===== config.mk =====
export PLATFORM = sky130hd
export DESIGN_NAME = uart_tx_arbiter
export DESIGN_NICKNAME = d
export VERILOG_FILES = /design/src/rtl/uart_tx_arbiter.sv
export SDC_FILE = /design/constraint.sdc
export NUM_CORES = 1
export LEC_CHECK = 0
export ABC_AREA = 1
export CAP_MARGIN = 25
export CORE_MARGIN = 2
export CORE_UTILIZATION = 40
export CTS_CLUSTER_SIZE = 24
export DETAILED_ROUTE_END_ITERATION = 8
export PLACE_DENSITY = 0.63
export SLEW_MARGIN = 20
export SYNTH_ARGS = -nofsm -noshare
export SYNTH_HDL_FRONTEND = slang
export SYNTH_SLANG_ARGS = --single-unit

===== constraint.sdc =====
create_clock -name clk -period 2.45 [get_ports clk]
set_input_delay 0.49 -clock clk [delete_from_list [all_inputs] [get_ports clk]]
set_output_delay 0.49 -clock clk [all_outputs]
set_load 0.005 [all_outputs]

===== src/rtl/uart_tx_arbiter.sv =====
// Two-requester, frame-granular round-robin arbiter in front of a byte UART.
// A granted requester owns the UART until its last byte has finished transmitting.
module uart_tx_arbiter #(
  parameter int unsigned TIMEOUT_CYCLES = 4096
) (
  input  logic        clk,
  input  logic        reset,
  input  logic        req0_valid,
  input  logic [7:0]  req0_data,
  input  logic        req0_last,
  output logic        req0_ack,
  input  logic        req1_valid,
  input  logic [7:0]  req1_data,
  input  logic        req1_last,
  output logic        req1_ack,
  input  logic        tx_ready,
  output logic        tx_en,
  output logic [7:0]  tx_data,
  output logic [1:0]  grant,
  output logic        busy,
  output logic        timeout_err,
  output logic [15:0] bytes_sent
);

  localparam int CNT_W = (TIMEOUT_CYCLES > 1) ? $clog2(TIMEOUT_CYCLES) : 1;
  localparam logic [CNT_W-1:0] TO_LAST = CNT_W'(TIMEOUT_CYCLES - 1);

  typedef enum logic [1:0] {
    S_IDLE      = 2'd0,
    S_LOAD      = 2'd1,
    S_WAIT_BUSY = 2'd2,
    S_WAIT_DONE = 2'd3
  } state_t;

  state_t           state_q, state_d;
  logic [1:0]       grant_q, grant_d;
  logic             prio_q, prio_d;
  logic             last_q, last_d;
  logic [7:0]       tx_data_q, tx_data_d;
  logic [CNT_W-1:0] cnt_q, cnt_d;
  logic             err_q, err_d;
  logic [15:0]      bytes_sent_q, bytes_sent_d;

  logic             owner;
  logic             own_valid;
  logic [7:0]       own_data;
  logic             own_last;
  logic             issue;
  logic             winner;
  logic [CNT_W-1:0] cnt_inc;
  logic             timeout_hit;

  assign owner       = grant_q[1];
  assign own_valid   = owner ? req1_valid : req0_valid;
  assign own_data    = owner ? req1_data  : req0_data;
  assign own_last    = owner ? req1_last  : req0_last;
  assign issue       = (state_q == S_LOAD) && own_valid && tx_ready;
  // prio_q names the requester that wins a tie; a lone requester always wins
  assign winner      = (req0_valid && req1_valid) ? prio_q : req1_valid;
  assign cnt_inc     = cnt_q + CNT_W'(1);
  assign timeout_hit = tx_ready && (cnt_inc >= TO_LAST);

  always_ff @(posedge clk or posedge reset) begin
    if (reset) begin
      state_q      <= S_IDLE;
      grant_q      <= 2'b00;
      prio_q       <= 1'b0;
      last_q       <= 1'b0;
      tx_data_q    <= 8'h00;
      cnt_q        <= '0;
      err_q        <= 1'b0;
      bytes_sent_q <= 16'h0000;
    end else begin
      state_q      <= state_d;
      grant_q      <= grant_d;
      prio_q       <= prio_d;
      last_q       <= last_d;
      tx_data_q    <= tx_data_d;
      cnt_q        <= cnt_d;
      err_q        <= err_d;
      bytes_sent_q <= bytes_sent_d;
    end
  end

  always_comb begin
    state_d = state_q;
    case (state_q)
      S_IDLE:      if (req0_valid || req1_valid) state_d = S_LOAD;
      S_LOAD:      if (issue) state_d = S_WAIT_BUSY;
      S_WAIT_BUSY: if (!tx_ready || timeout_hit) state_d = S_WAIT_DONE;
      S_WAIT_DONE: if (tx_ready) state_d = last_q ? S_IDLE : S_LOAD;
      default:     state_d = S_IDLE;
    endcase
  end

  always_comb begin
    grant_d      = grant_q;
    prio_d       = prio_q;
    last_d       = last_q;
    tx_data_d    = tx_data_q;
    cnt_d        = cnt_q;
    err_d        = err_q;
    bytes_sent_d = bytes_sent_q;
    tx_en        = 1'b0;
    req0_ack     = 1'b0;
    req1_ack     = 1'b0;
    case (state_q)
      S_IDLE: begin
        if (req0_valid || req1_valid) grant_d = winner ? 2'b10 : 2'b01;
      end
      S_LOAD: begin
        if (issue) begin
          tx_en        = 1'b1;
          req0_ack     = ~owner;
          req1_ack     = owner;
          tx_data_d    = own_data;
          last_d       = own_last;
          bytes_sent_d = bytes_sent_q + 16'd1;
        end
      end
      S_WAIT_BUSY: begin
        if (!tx_ready) begin
          cnt_d = '0;
        end else if (timeout_hit) begin
          cnt_d = '0;
          err_d = 1'b1;
        end else begin
          cnt_d = cnt_inc;
        end
      end
      S_WAIT_DONE: begin
        if (tx_ready && last_q) begin
          grant_d = 2'b00;
          prio_d  = ~owner;
        end
      end
      default: ;
    endcase
  end

  assign tx_data     = tx_data_q;
  assign grant       = grant_q;
  assign busy        = (state_q != S_IDLE);
  assign timeout_err = err_q;
  assign bytes_sent  = bytes_sent_q;

endmodule

* Yosys cells after proc, flatten, opt, wreduce, memory -nomap -nowiden
Cells that the tools add are included.
Storage, ports and cells: bits in registers 43, bits of input ports 23, output and inout bits 31
Operators by class: add/sub/neg operators 2, $lt $le $gt $ge 1, eq/ne operators 8, mux-type cells 22, bitwise operators 1, reduce and logical (&&, ||, !) cells 16
Operators by type and width (number):
- 2-to-1 mux 12 bit | 2
- adder 16 x 1 -> 16 bit (second input constant) | 1
- 2-to-1 mux 2 bit | 7
- adder 12 x 1 -> 12 bit (second input constant) | 1
- greater-or-equal comparator 12 bit (second input constant) | 1
- 2-to-1 mux 1 bit | 10
- != test 2 bit (second input constant) | 5
- 2-to-1 mux 8 bit | 1
- one-hot mux 2 bit (4 select lines) | 1
- AND reduction 3 bit | 2
- logical AND 1 bit | 5
- == test 2 bit (second input constant) | 2
- one-hot mux 2 bit (2 select lines) | 1
- AND reduction 2 bit | 2
- AND reduction 4 bit | 1
- nonzero test 2 bit | 2
- == test 2 x 1 -> 1 bit (second input constant) | 1
- zero test 2 bit | 1
- logical OR 1 bit | 2
- zero test 1 bit | 1
- inverter 1 bit | 1

* Longest topological paths before layout
Gate-level depths: netlist of run 1.
depth after elaboration 6, depth in mapped cells 14

* Worst setup path before layout of run 1
No wires, ideal clock.
path kind register -> output, start point register state_q[1], end point output req0_ack, arrival 1393 ps, required time 1960 ps, setup slack 567 ps, cell stages (with the launch flop) 8, buffers on the path 1, path through dfrtp_1 inv_1 ha_1 nand2_1 a21oi_1 nand2_1 buf_4 nor2_2
Between the ends: word-level cells in the longest chain between the ends 5
Ends and longest elaborated chain:
- start, declared | RTL line 35 | state_t state_q, state_d;
- start signal, assigned | RTL line 74 | state_q <= state_d;
- == test 2 x 1 -> 1 bit (*) | RTL line 57, 107
- logical AND 1 bit (2 in a row) | RTL line 57 | assign issue = (state_q == S_LOAD) && own_valid && tx_ready;
- 2-to-1 mux 1 bit | RTL line 112 | if (issue) begin
- 2-to-1 mux 1 bit (*) | RTL line 107 | case (state_q)
- end, declared | RTL line 11 | output logic req0_ack,
Mark *: on every way between the ends. The rest lies on a longest branch, timed or not.

* Worst setup path after layout of run 1
start point input req0_valid, end point output req0_ack
Between the ends: word-level cells in the longest chain between the ends 5
Ends and longest elaborated chain:
- start, declared | RTL line 8 | input logic req0_valid,
- 2-to-1 mux 1 bit | RTL line 54 | assign own_valid = owner ? req1_valid : req0_valid;
- logical AND 1 bit (2 in a row) | RTL line 57
- 2-to-1 mux 1 bit | RTL line 112
- 2-to-1 mux 1 bit | RTL line 107
Every way passes these cells.

==> results by group, run 1 <==
Run status
  • Run status: completed

Floorplanning
  • Die Ht: 80.7 µm
  • Die Footprint: 6520 µm²
  • Number of standard-cell rows in the floorplan: 27
  • Core ar.: 5610 µm²
  • I/O pin count: 54
  • Initial core utilization: 0.420
  • Horizontal extent of the die: 80.7 µm

Clocking
  • Maximum clock path buffer count: 2
  • Root Driver: sky130_fd_sc_hd__clkbuf_8
  • Number of sinks on the clock net: 43
  • Hold_buf cts: 0
  • Clk_lat worst skew: 0.29 ns
  • Inserted Clock Buffers: 5
  • Post-CTS clock slew at the launch and capture registers of the worst setup and hold paths: 0.08 ns
  • Max H-tree Level: 2
  • Clock tree from TritonCTS: yes

Setup path
  • Beginning of the worst register-to-register path: state_q[1]
  • Required arrival time at the worst endpoint: 1.96 ns
  • Largest delay contributor family on the critical path: buffers and inverters
  • R2R setup slack: 0.45 ns
  • Largest incremental delay on the critical path: 0.50 ns
  • Critical path start-end classification: primary input to primary output
  • Critical path cell sequence: clkdlybuf4s50_1, inv_1, a21oi_2, nand2_2, nor2_4, clkdlybuf4s50_1
  • Critical Path End Type: primary output
  • CP max-delay cell: sky130_fd_sc_hd__clkdlybuf4s50_1
  • Crit-path most repeated cell: sky130_fd_sc_hd__clkdlybuf4s50_1
  • Arrival @ worst endpoint: 1.93 ns
  • Critical R2R Capture: bytes_sent[15]
  • R2r worst-path depth: 10
  • Critical Path Fanout Max: 4
  • Critical Path Start Type: primary input
  • Buffers & Inverters on Critical Path: 3

Layout
  • Layout filler cell count: 570
  • Net count reported at finish: 376
  • Commonest non-fill, non-tap cells in the layout: 81 x sky130_fd_sc_hd__nand2_1, 51 x sky130_fd_sc_hd__clkdlybuf4s50_1, 43 x sky130_fd_sc_hd__dfrtp_1, 31 x sky130_fd_sc_hd__nand3_1, 29 x sky130_fd_sc_hd__inv_1
  • Fraction of layout instances using a drive strength above 1: 0.113
  • Finished layout cell area: 3140 µm²
  • FF+latch area: 1080 µm²
  • Commonest non-fill, non-tap cell in the layout: sky130_fd_sc_hd__nand2_1
  • Number of inserted diodes: 0
  • Multi-input gate area in the final layout: 1160 µm²
  • Area growth from synthesis to final layout: 33.3%

Min path
  • Worst hold path class: primary input to asynchronous set/reset pin

GRT
  • Leftover overflow at the end of global routing: 0
  • Overall Global Routing Usage: 0.181
  • Number of global-route vias before repair: 2092
  • Global-route wire length before repair: 9290 µm
  • Pin count of the biggest net entering global routing: 37
  • Initial antenna violation count: 0

STA
  • Clock tree skew after final layout: 0.00412 ns
  • Total Negative Setup Slacks: 0 ns
  • Worst setup slack after layout: 0.0328 ns
  • Shortest clock period the worst path allows after layout: 2.42 ns
  • Hold violation count in the final report: 0
  • Min Hold Slack: 0.432 ns
  • Max Slew Vio Count: 0
  • Max-slew headroom at the worst pin: 0.674
  • Transition time at the pin with the least slew margin: 0.485 ns
  • # setup viols final: 0
  • Maximum clock frequency: 414 MHz
  • Part of the cycle the worst path needs: 0.987

Power and ir drop
  • Leak: 0.00148 µW
  • Power density normalized to cell area: 839 nW/µm²
  • PnR Total Power: 2630 µW
  • Peak ir drop on the vdd network: 0.430 mV

Detailed routing
  • WL final: 5150 µm
  • Number of nets with antenna violations after detailed routing: 0
  • Routed via count: 2066
  • Residual DRC: 0
  • Detailed Route Iter0 Violations: 68
  • Post-detailed-route via-to-cell ratio: 4.94
  • Number of detailed-route iterations in the first pass: 4
  • Routed len/inst: 12.3 µm

Yosys
  • Post-synth design cell area: 2350 µm²
  • Async set-or-reset flop fraction in the synthesized netlist: 1.00
  • Cell count after synthesis: 280
  • Proportion of synthesized chip area in sequential cells: 0.457
  • Synth warnings: 0
  • Count of flip-flops with a built-in enable after synthesis: 0
  • Top FF cell, synth: sky130_fd_sc_hd__dfrtp_1
  • Count of cell types in the netlist: 32
  • Avg Synthesized Cell Area: 8.41 µm²
  • Synth Register Bits: 43
  • Net Count, Synth: 311

Placed design
  • Instance area at placement: 3020 µm²
  • Pre-CTS worst setup slack: -0.00201 ns
  • Count of input and output buffers: 53
  • RD Place Congestion: 0.827
  • Detailed placer's ending HPWL: 3830 µm

Flow run
  • Max cap viols: 0
cell type report:
type / count / share of cell area
Clock inverter: 2 / 0.00399
Tap cell: 72 / 0.0287
Clock buffer: 6 / 0.0231
Sequential cell: 43 / 0.343
Inverter: 31 / 0.0371
Multi-Input combinational cell: 202 / 0.369
Timing Repair Buffer: 62 / 0.195
metrics by stage:
step / util / std cells
after global placement: 0.539 / 409
final: 0.560 / 418
after detailed placement: 0.539 / 409
after global routing: 0.560 / 418
after floorplan: - / 280
after CTS: 0.557 / 418
synthesized netlist by cell type (2+ instances only):
master                    count  area, µm²
sky130_fd_sc_hd__nand2_1     82        308
sky130_fd_sc_hd__nand3_2      2       20.0
sky130_fd_sc_hd__nor3_2       3       30.0
sky130_fd_sc_hd__xnor2_1      5       43.8
sky130_fd_sc_hd__nand2_4      2       22.5
sky130_fd_sc_hd__buf_4        3       22.5
sky130_fd_sc_hd__nor2_1      13       48.8
sky130_fd_sc_hd__nand3_1     31        155
sky130_fd_sc_hd__nand2_2      2       12.5
sky130_fd_sc_hd__nor2_2       3       18.8
sky130_fd_sc_hd__o21ai_0     14       70.1
sky130_fd_sc_hd__xor2_1       8       70.1
sky130_fd_sc_hd__nor2_4       3       33.8
sky130_fd_sc_hd__ha_1         8        100
sky130_fd_sc_hd__inv_1       31        116
sky130_fd_sc_hd__dfrtp_1     43       1080
sky130_fd_sc_hd__nand4_1      6       37.5
sky130_fd_sc_hd__a21oi_1      4       20.0
sky130_fd_sc_hd__o22ai_1      4       25.0
worst max-delay path by stage:
stage,startpoint,to,slack [ns],cells past startpoint
CTS,tx_ready,req0_ack,0.004,6
floorplan,state_q[1],req0_ack,0.57,7
finish,req0_valid,req0_ack,0.03,6
detailed placement,tx_ready,req1_ack,-0.002,6
global route,req0_valid,req0_ack,-0.03,6
global placement,tx_ready,req1_ack,-0.02,6
power by group:
part           internal [µW]  switching, µW  total [µW]
registers                916            205        1120
clock network            200            248         448
logic                    535            529        1060
total                   1650            982        2630
metal layers:
metal  share of wire  vias to the layer above  routed length [µm]  global-route usage
met1            0.46                      985                2390               0.240
met4          0.0089                        0                  46              0.0424
met5               0                        -                   0                   0
met3           0.070                        5                 361              0.0618
li1                -                     1032                   -                   -
met2            0.46                       44                2350               0.287
what timing repair did:
| item | CTS | global route |
|---|---|---|
| buffers inserted | 1 | 0 |
| gates resized for setup | 3 | 5 |
| setup endpoints to repair | 3 | 2 |
| pin swaps | 2 | 0 |
registers in the layout (all words and copies together) (netlist names):
register / count
bytes_sent: 16
cnt_q: 12
grant: 2
last_q: 1
prio_q: 1
state_q: 2
timeout_err: 1
tx_data: 8
cell families (layout without fill, tap and decap cells):
family	Yosys count	after routing	synth area share
compound gates	27	27	0.0685
mux	1	1	0.00425
xor+xnor	13	13	0.0484
flops	43	43	0.457
simple gates	153	153	0.319
buf+inv	35	101	0.0606
fa+ha+maj	8	8	0.0425
(Power assumes the default switching activity.)
==> inputs of run 2 (changes only) <==
CAP_MARGIN = 40   (was 25)
CORE_MARGIN = 5   (was 2)
HOLD_SLACK_MARGIN = 0.12   (was unset)
==> run 2 against run 1 <==
Power rose by 1.1%. Critical path depth did not move. Maximum frequency rose by 1.6%. Global-route usage fell by 2.5 points. Clock power rose by 2%. Clock-buffer cell count did not move. Die area rose by 15%. Core utilization fell by 1.5 points. Final cell count rose by 1.7%. Largest cell class unchanged. Flip-flop and latch count did not move. Hold slack improved by 0.047 ns. Register-to-register slack barely moved.
==> results by group, run 2 (synthesized netlist as in run 1, its figures left out) <==
Run status
  • Run status: completed

Layout
  • Commonest non-fill, non-tap cell in the layout: sky130_fd_sc_hd__nand2_1
  • Number of flip-flops in the largest register: 16 (unchanged)
  • Finished layout cell area: 3170 µm² (+0.92%)
  • Net count reported at finish: 381 (+1.3%)
  • Number of inserted diodes: 0 (unchanged)
  • Fraction of layout instances using a drive strength above 1: 0.123 (+0.0101)
  • Area growth from synthesis to final layout: 34.5%
  • Commonest non-fill, non-tap cells in the layout: 81 x sky130_fd_sc_hd__nand2_1, 50 x sky130_fd_sc_hd__clkdlybuf4s50_1, 43 x sky130_fd_sc_hd__dfrtp_1, 31 x sky130_fd_sc_hd__nand3_1, 30 x sky130_fd_sc_hd__inv_1
  • Core occupancy in the finished layout: 0.545 (-0.0150)

Setup path
  • Required arrival time at the worst endpoint: 1.96 ns (about the same)
  • Critical Path Stages: 6 (unchanged)
  • Arrival @ worst endpoint: 1.89 ns (-0.04 ns)
  • Critical Path Start Type: primary input
  • CP max-delay cell: sky130_fd_sc_hd__clkdlybuf4s50_1
  • Largest incremental delay on the critical path: 0.50 ns (about the same)
  • Critical path cell sequence: clkdlybuf4s50_1, inv_1, a21oi_2, nand2_2, inv_1, clkdlybuf4s50_1
  • Largest delay contributor family on the critical path: buffers and inverters
  • Critical path start-end classification: primary input to primary output
  • Buffers & Inverters on Critical Path: 4 (+1)
  • R2r worst-path depth: 11 (+1)
  • Critical Path End Type: primary output
  • Critical Path Fanout Max: 4 (unchanged)

Detailed routing
  • Routed len/inst: 12.6 µm (+2.0%)
  • Detailed Route Iter0 Violations: 64 (-5.9%)
  • Residual DRC: 0 (unchanged)
  • WL final: 5340 µm (+3.7%)
  • Routed via count: 2030 (-1.7%)
  • Post-detailed-route via-to-cell ratio: 4.78 (-3.4%)
  • Number of nets with antenna violations after detailed routing: 0 (unchanged)
  • Number of detailed-route iterations in the first pass: 4 (unchanged)

Clocking
  • Maximum clock path buffer count: 2 (unchanged)
  • Clock tree from TritonCTS: yes
  • Post-CTS clock slew at the launch and capture registers of the worst setup and hold paths: 0.08 ns (about the same)
  • Max H-tree Level: 2 (unchanged)
  • Root Driver: sky130_fd_sc_hd__clkbuf_8
  • Clk_lat worst skew: 0.29 ns (about the same)
  • Inserted Clock Buffers: 5 (unchanged)
  • Number of sinks on the clock net: 43 (unchanged)

GRT
  • Layer carrying the most global-route usage: met2
  • Global routing met2 resource utilization: 0.244 (-0.0426)
  • Number of global-route vias before repair: 2058 (-1.6%)
  • Leftover overflow at the end of global routing: 0 (unchanged)
  • Overall Global Routing Usage: 0.156 (-0.0249)
  • Met1 Use GR: 0.203 (-0.0362)
  • Global-route wire length before repair: 9360 µm (+0.74%)
  • Pin count of the biggest net entering global routing: 44 (+19%)
  • Met3 capacity usage during global routing: 0.0618 (about the same)
  • Initial antenna violation count: 0 (unchanged)

Flow run
  • Max cap viols: 0 (unchanged)

STA
  • Maximum clock frequency: 420 MHz (+1.6%)
  • Part of the cycle the worst path needs: 0.971 (-0.0157)
  • Max-slew headroom at the worst pin: 0.632 (-0.0426)
  • Hold violation count in the final report: 0 (unchanged)
  • Max Slew Vio Count: 0 (unchanged)
  • Transition time at the pin with the least slew margin: 0.552 ns (+0.0677 ns)
  • Clock tree skew after final layout: 0.00444 ns (+0.000319 ns)
  • Total Negative Setup Slacks: 0 ns (unchanged)
  • Shortest clock period the worst path allows after layout: 2.38 ns (-0.0385 ns)
  • # setup viols final: 0 (unchanged)

Min path
  • Worst hold path class: flop to flop
  • Instance count along the most critical hold path: 1

Power and ir drop
  • Peak ir drop on the vdd network: 0.458 mV (+6.6%)
  • Leak: 0.00151 µW (+2.4%)
  • Power density normalized to cell area: 840 nW/µm² (+0.18%)

Placed design
  • Count of input and output buffers: 53 (unchanged)
  • Detailed placer's ending HPWL: 3950 µm (+3.1%)
  • RD Place Congestion: 0.779 (-5.8%)
  • Instance area at placement: 3040 µm² (+0.46%)

Floorplanning
  • Die Ht: 86.7 µm (+7.4%)
  • Horizontal extent of the die: 86.7 µm (+7.4%)
  • Number of standard-cell rows in the floorplan: 28 (+3.7%)
  • Die Footprint: 7520 µm² (+15%)
  • Core ar.: 5820 µm² (+3.7%)
  • I/O pin count: 54 (unchanged)
  • Initial core utilization: 0.405 (-0.0150)
-- run 2: cell types whose count changed in the layout (fill, tap and decap cells not counted), sizes merged --
cell,delta
clkdlybuf4s50,-1
buf,+5
clkinvlp,-1
dlymetal6s2s,+1
-- run 2: final timing paths --
check / start / end / slack [ns]
max in group asynchronous: reset / tx_data[7] / 1.43
worst max register to register: state_q[1] / bytes_sent[14] / 0.46
worst min register to register: bytes_sent[15] / bytes_sent[15] / 0.48
worst max-delay path: req0_valid / tx_en / 0.07
min in group asynchronous: reset / cnt_q[6] / 0.64
worst min-delay path: bytes_sent[15] / bytes_sent[15] / 0.48
-- run 2: final cells by class --
class | count | area (µm²)
fill | 544 | 2650
multi-input combinational | 202 | 1150
sequential | 43 | 1080
timing repair buffer | 67 | 639
inverter | 31 | 116
tap | 75 | 93.8
clock buffer | 6 | 82.6
clock inverter | 1 | 5.00
-- run 2: timing repair --
action / CTS / global route
gates resized for setup: 4 / 3
setup buffers: 3 / 0
pin swaps: 1 / 0
hold buffers: 0 / 0
setup endpoints to repair: 3 / 2
-- run 2: where the power goes --
| group | total (µW) | leakage [µW] | internal [µW] | switching, µW |
|---|---|---|---|---|
| logic | 1090 | 0.000904 | 548 | 543 |
| registers | 1110 | 0.000561 | 917 | 198 |
| clock network | 456 | 0.0000470 | 221 | 234 |
-- run 2: metal layers --
layer  vias to the layer above  part of all wire
met5                         -                 0
met4                         0            0.0047
met3                         2             0.090
met2                        61              0.46
met1                       926              0.45
li1                       1041                 -
-- run 2: through the flow --
| step | setup slack [ns] | instances | power, µW | hold slack [ns] |
|---|---|---|---|---|
| 2_1_floorplan | 0.567 | 280 | 1710 | 0.448 |
| 3_3_place_gp | -0.0528 | 415 | 2170 | 0.460 |
| 3_5_place_dp | -0.0763 | 415 | 2180 | 0.467 |
| 4_1_cts | 0.0185 | 425 | 2680 | 0.484 |
| 5_1_grt | -0.00203 | 425 | 2900 | 0.520 |
| 6_report | 0.0713 | 425 | 2660 | 0.479 |
-- run 2: worst reg2reg max path, cell delays in order (launching register included) --
cell,delay (ns)
sky130_fd_sc_hd__dfrtp_1,0.39
sky130_fd_sc_hd__inv_1,0.14
sky130_fd_sc_hd__ha_4,0.17
sky130_fd_sc_hd__nand2_1,0.07
sky130_fd_sc_hd__a21oi_2,0.13
sky130_fd_sc_hd__nand2_2,0.10
sky130_fd_sc_hd__buf_4,0.14
sky130_fd_sc_hd__buf_4,0.16
sky130_fd_sc_hd__nor3_2,0.18
sky130_fd_sc_hd__nand3_1,0.17
sky130_fd_sc_hd__nor2_1,0.14
sky130_fd_sc_hd__xor2_1,0.15
==> inputs of run 3 (changes only) <==
REMOVE_ABC_BUFFERS = 1   (was unset)
==> run 3 against run 2 <==
Combinational power about the same. Largest cell class unchanged. Power decreased by 2.0%. Non-clock buffer count down 3. First-iteration DRC count rose by 72%. Global-route usage shrank 0.80 points. Clock-buffer cell count up 1. Maximum frequency grew 0.77%. Register-to-register slack lost 0.05 ns. Critical path type unchanged. Hold slack gained 0.0027 ns. Core utilization decreased by 0.47 points. Sequential share of layout area up 0.30 points.
==> results by group, run 3 (synthesized netlist as in run 1, its figures left out) <==
STA
  • Hold violation count in the final report: 0 (unchanged)
  • Max-slew headroom at the worst pin: 0.641 (+0.00929)
  • Clock tree skew after final layout: 0.00283 ns (-0.00161 ns)
  • Total Negative Setup Slacks: 0 ns (unchanged)
  • Maximum clock frequency: 424 MHz (+0.77%)
  • Max Slew Vio Count: 0 (unchanged)
  • Shortest clock period the worst path allows after layout: 2.36 ns (-0.0182 ns)
  • Part of the cycle the worst path needs: 0.963 (-0.00743)
  • Transition time at the pin with the least slew margin: 0.538 ns (-0.0139 ns)
  • # setup viols final: 0 (unchanged)
  • Worst setup slack after layout: 0.0895 ns (+0.0182 ns)

Setup path
  • Buffers & Inverters on Critical Path: 4 (unchanged)
  • Critical Path End Type: primary output
  • Critical Path Fanout Max: 4 (unchanged)
  • Critical path cell sequence: clkdlybuf4s50_1, inv_1, a21oi_2, nand2_2, inv_2, clkdlybuf4s50_1
  • Required arrival time at the worst endpoint: 1.96 ns (about the same)
  • Arrival @ worst endpoint: 1.87 ns (-0.02 ns)
  • CP max-delay cell: sky130_fd_sc_hd__clkdlybuf4s50_1
  • Crit-path most repeated cell: sky130_fd_sc_hd__clkdlybuf4s50_1
  • Critical path start-end classification: primary input to primary output
  • Largest incremental delay on the critical path: 0.50 ns (about the same)
  • Largest delay contributor family on the critical path: buffers and inverters
  • Critical Path Start Type: primary input

Floorplanning
  • Die Footprint: 7520 µm² (unchanged)
  • Number of standard-cell rows in the floorplan: 28 (unchanged)
  • Core ar.: 5820 µm² (unchanged)
  • I/O pin count: 54 (unchanged)
  • Die Ht: 86.7 µm (unchanged)
  • Horizontal extent of the die: 86.7 µm (unchanged)
  • Initial core utilization: 0.405 (unchanged)

Detailed routing
  • Routed len/inst: 12.1 µm (-3.4%)
  • Number of nets with antenna violations after detailed routing: 0 (unchanged)
  • WL final: 5130 µm (-3.9%)
  • Detailed Route Iter0 Violations: 110 (+72%)
  • Routed via count: 2050 (+0.99%)
  • Post-detailed-route via-to-cell ratio: 4.85 (+1.5%)
  • Number of detailed-route iterations in the first pass: 4 (unchanged)
  • Residual DRC: 0 (unchanged)

Clocking
  • Maximum clock path buffer count: 2 (unchanged)
  • Inserted Clock Buffers: 5 (unchanged)
  • Max H-tree Level: 2 (unchanged)
  • Root Driver: sky130_fd_sc_hd__clkbuf_8
  • Hold_buf cts: 0 (unchanged)
  • Clock tree from TritonCTS: yes
  • Number of sinks on the clock net: 43 (unchanged)
  • Clk_lat worst skew: 0.29 ns (about the same)
  • Post-CTS clock slew at the launch and capture registers of the worst setup and hold paths: 0.08 ns (about the same)

Layout
  • Number of inserted diodes: 0 (unchanged)
  • Fraction of layout instances using a drive strength above 1: 0.118 (-0.00504)
  • Layout Cells excl Fill: 423 (-0.47%)
  • Number of flip-flops in the largest register: 16 (unchanged)
  • Commonest non-fill, non-tap cells in the layout: 81 x sky130_fd_sc_hd__nand2_1, 51 x sky130_fd_sc_hd__clkdlybuf4s50_1, 43 x sky130_fd_sc_hd__dfrtp_1, 31 x sky130_fd_sc_hd__nand3_1, 29 x sky130_fd_sc_hd__inv_1
  • Finished layout cell area: 3140 µm² (-0.87%)
  • Area growth from synthesis to final layout: 33.4%
  • Commonest non-fill, non-tap cell in the layout: sky130_fd_sc_hd__nand2_1
  • Layout filler cell count: 578 (+6.3%)
  • Net count reported at finish: 378 (-0.79%)

GRT
  • Leftover overflow at the end of global routing: 0 (unchanged)
  • Pin count of the biggest net entering global routing: 44 (unchanged)
  • Overall Global Routing Usage: 0.148 (-0.00797)
  • Initial antenna violation count: 0 (unchanged)
  • Global-route wire length before repair: 9000 µm (-3.9%)
  • Number of global-route vias before repair: 1986 (-3.5%)

Power and ir drop
  • Power density normalized to cell area: 830 nW/µm² (-1.2%)
  • Part of the total power dissipated in the clock network: 0.163 (-0.008)
  • Sw power: 953 µW (-2.3%)
  • Internal portion of total power: 1650 µW (-1.9%)
  • Gate power share: 0.409 (about the same)
  • Fraction of power spent switching nets: 0.365 (-0.00102)
  • Leak: 0.00150 µW (-0.99%)
  • Fraction of power consumed by sequential logic: 0.428 (+0.009)
  • Peak ir drop on the vdd network: 0.383 mV (-17%)

Placed design
  • RD Place Congestion: 0.765 (-1.8%)
  • Dpl cells: 412 (-0.72%)
  • Detailed placer's ending HPWL: 3830 µm (-3.0%)
  • Count of input and output buffers: 53 (unchanged)
  • Pre-CTS worst setup slack: -0.0335 ns (+0.0428 ns)
  • Instance area at placement: 3010 µm² (-0.74%)

Min path
  • Worst hold path class: flop to flop

Run status
  • Run status: completed

Flow run
  • Max cap viols: 0 (unchanged)
## run 3: layout make-up
| type | count | area, µm² | area share |
|---|---|---|---|
| sequential | 43 | 1080 | 0.343 |
| timing repair buffer | 64 | 618 | 0.197 |
| clock buffer | 7 | 76.3 | 0.0243 |
| inverter | 31 | 116 | 0.0371 |
| tap | 75 | 93.8 | 0.0299 |
| clock inverter | 1 | 5.00 | 0.00159 |
| multi-input combinational | 202 | 1150 | 0.368 |
## run 3: worst paths after layout
| path | from | endpoint | slack (ns) | depth (start not counted) |
|---|---|---|---|---|
| min in group asynchronous | reset | bytes_sent[3] | 0.64 | 3 |
| worst max-delay path | req0_valid | tx_en | 0.09 | 6 |
| worst max register to register | state_q[0] | bytes_sent[15] | 0.41 | 10 |
| max in group asynchronous | reset | grant[0] | 1.45 | 3 |
| worst min register to register | timeout_err | timeout_err | 0.48 | 1 |
| worst min-delay path | timeout_err | timeout_err | 0.48 | 1 |
## run 3: through the flow
step	utilization	total power [µW]	hold WS, ns
detailed placement	0.518	2160	0.472
floorplan	-	1690	0.448
finish	0.540	2610	0.481
CTS	0.536	2630	0.489
global route	0.540	2840	0.499
global placement	0.518	2150	0.471
## run 3: timing repair
item	in CTS	in global routing
resized for setup	3	5
pin swaps	0	1
setup endpoints to repair	3	3
setup buffers	1	2
## run 3: worst reg2reg max path, stage by stage (launching register included)
cell and delay [ns]:
sky130_fd_sc_hd__dfrtp_1 0.46, sky130_fd_sc_hd__ha_4 0.19, sky130_fd_sc_hd__nand2_1 0.07, sky130_fd_sc_hd__a21oi_2 0.12, sky130_fd_sc_hd__nand2_2 0.11, sky130_fd_sc_hd__buf_4 0.15, sky130_fd_sc_hd__buf_4 0.19, sky130_fd_sc_hd__nor3_2 0.25
sky130_fd_sc_hd__nand2_1 0.15, sky130_fd_sc_hd__nor3_2 0.14, sky130_fd_sc_hd__xor2_1 0.15
## run 3: power by group through the flow
stage | logic (µW) | clock network [µW] | registers (µW)
after floorplan | 588 | 0 | 1100
after global placement | 1030 | 0 | 1120
after detailed placement | 1030 | 0 | 1130
after CTS | 1070 | 446 | 1110
after global routing | 1210 | 482 | 1150
final | 1070 | 426 | 1120
## run 3: layer usage
layer  track usage  routed length (µm)
met1         0.198                2390
met2         0.233                2300
met5             0                   0
met3        0.0494                 398
met4        0.0340                  46
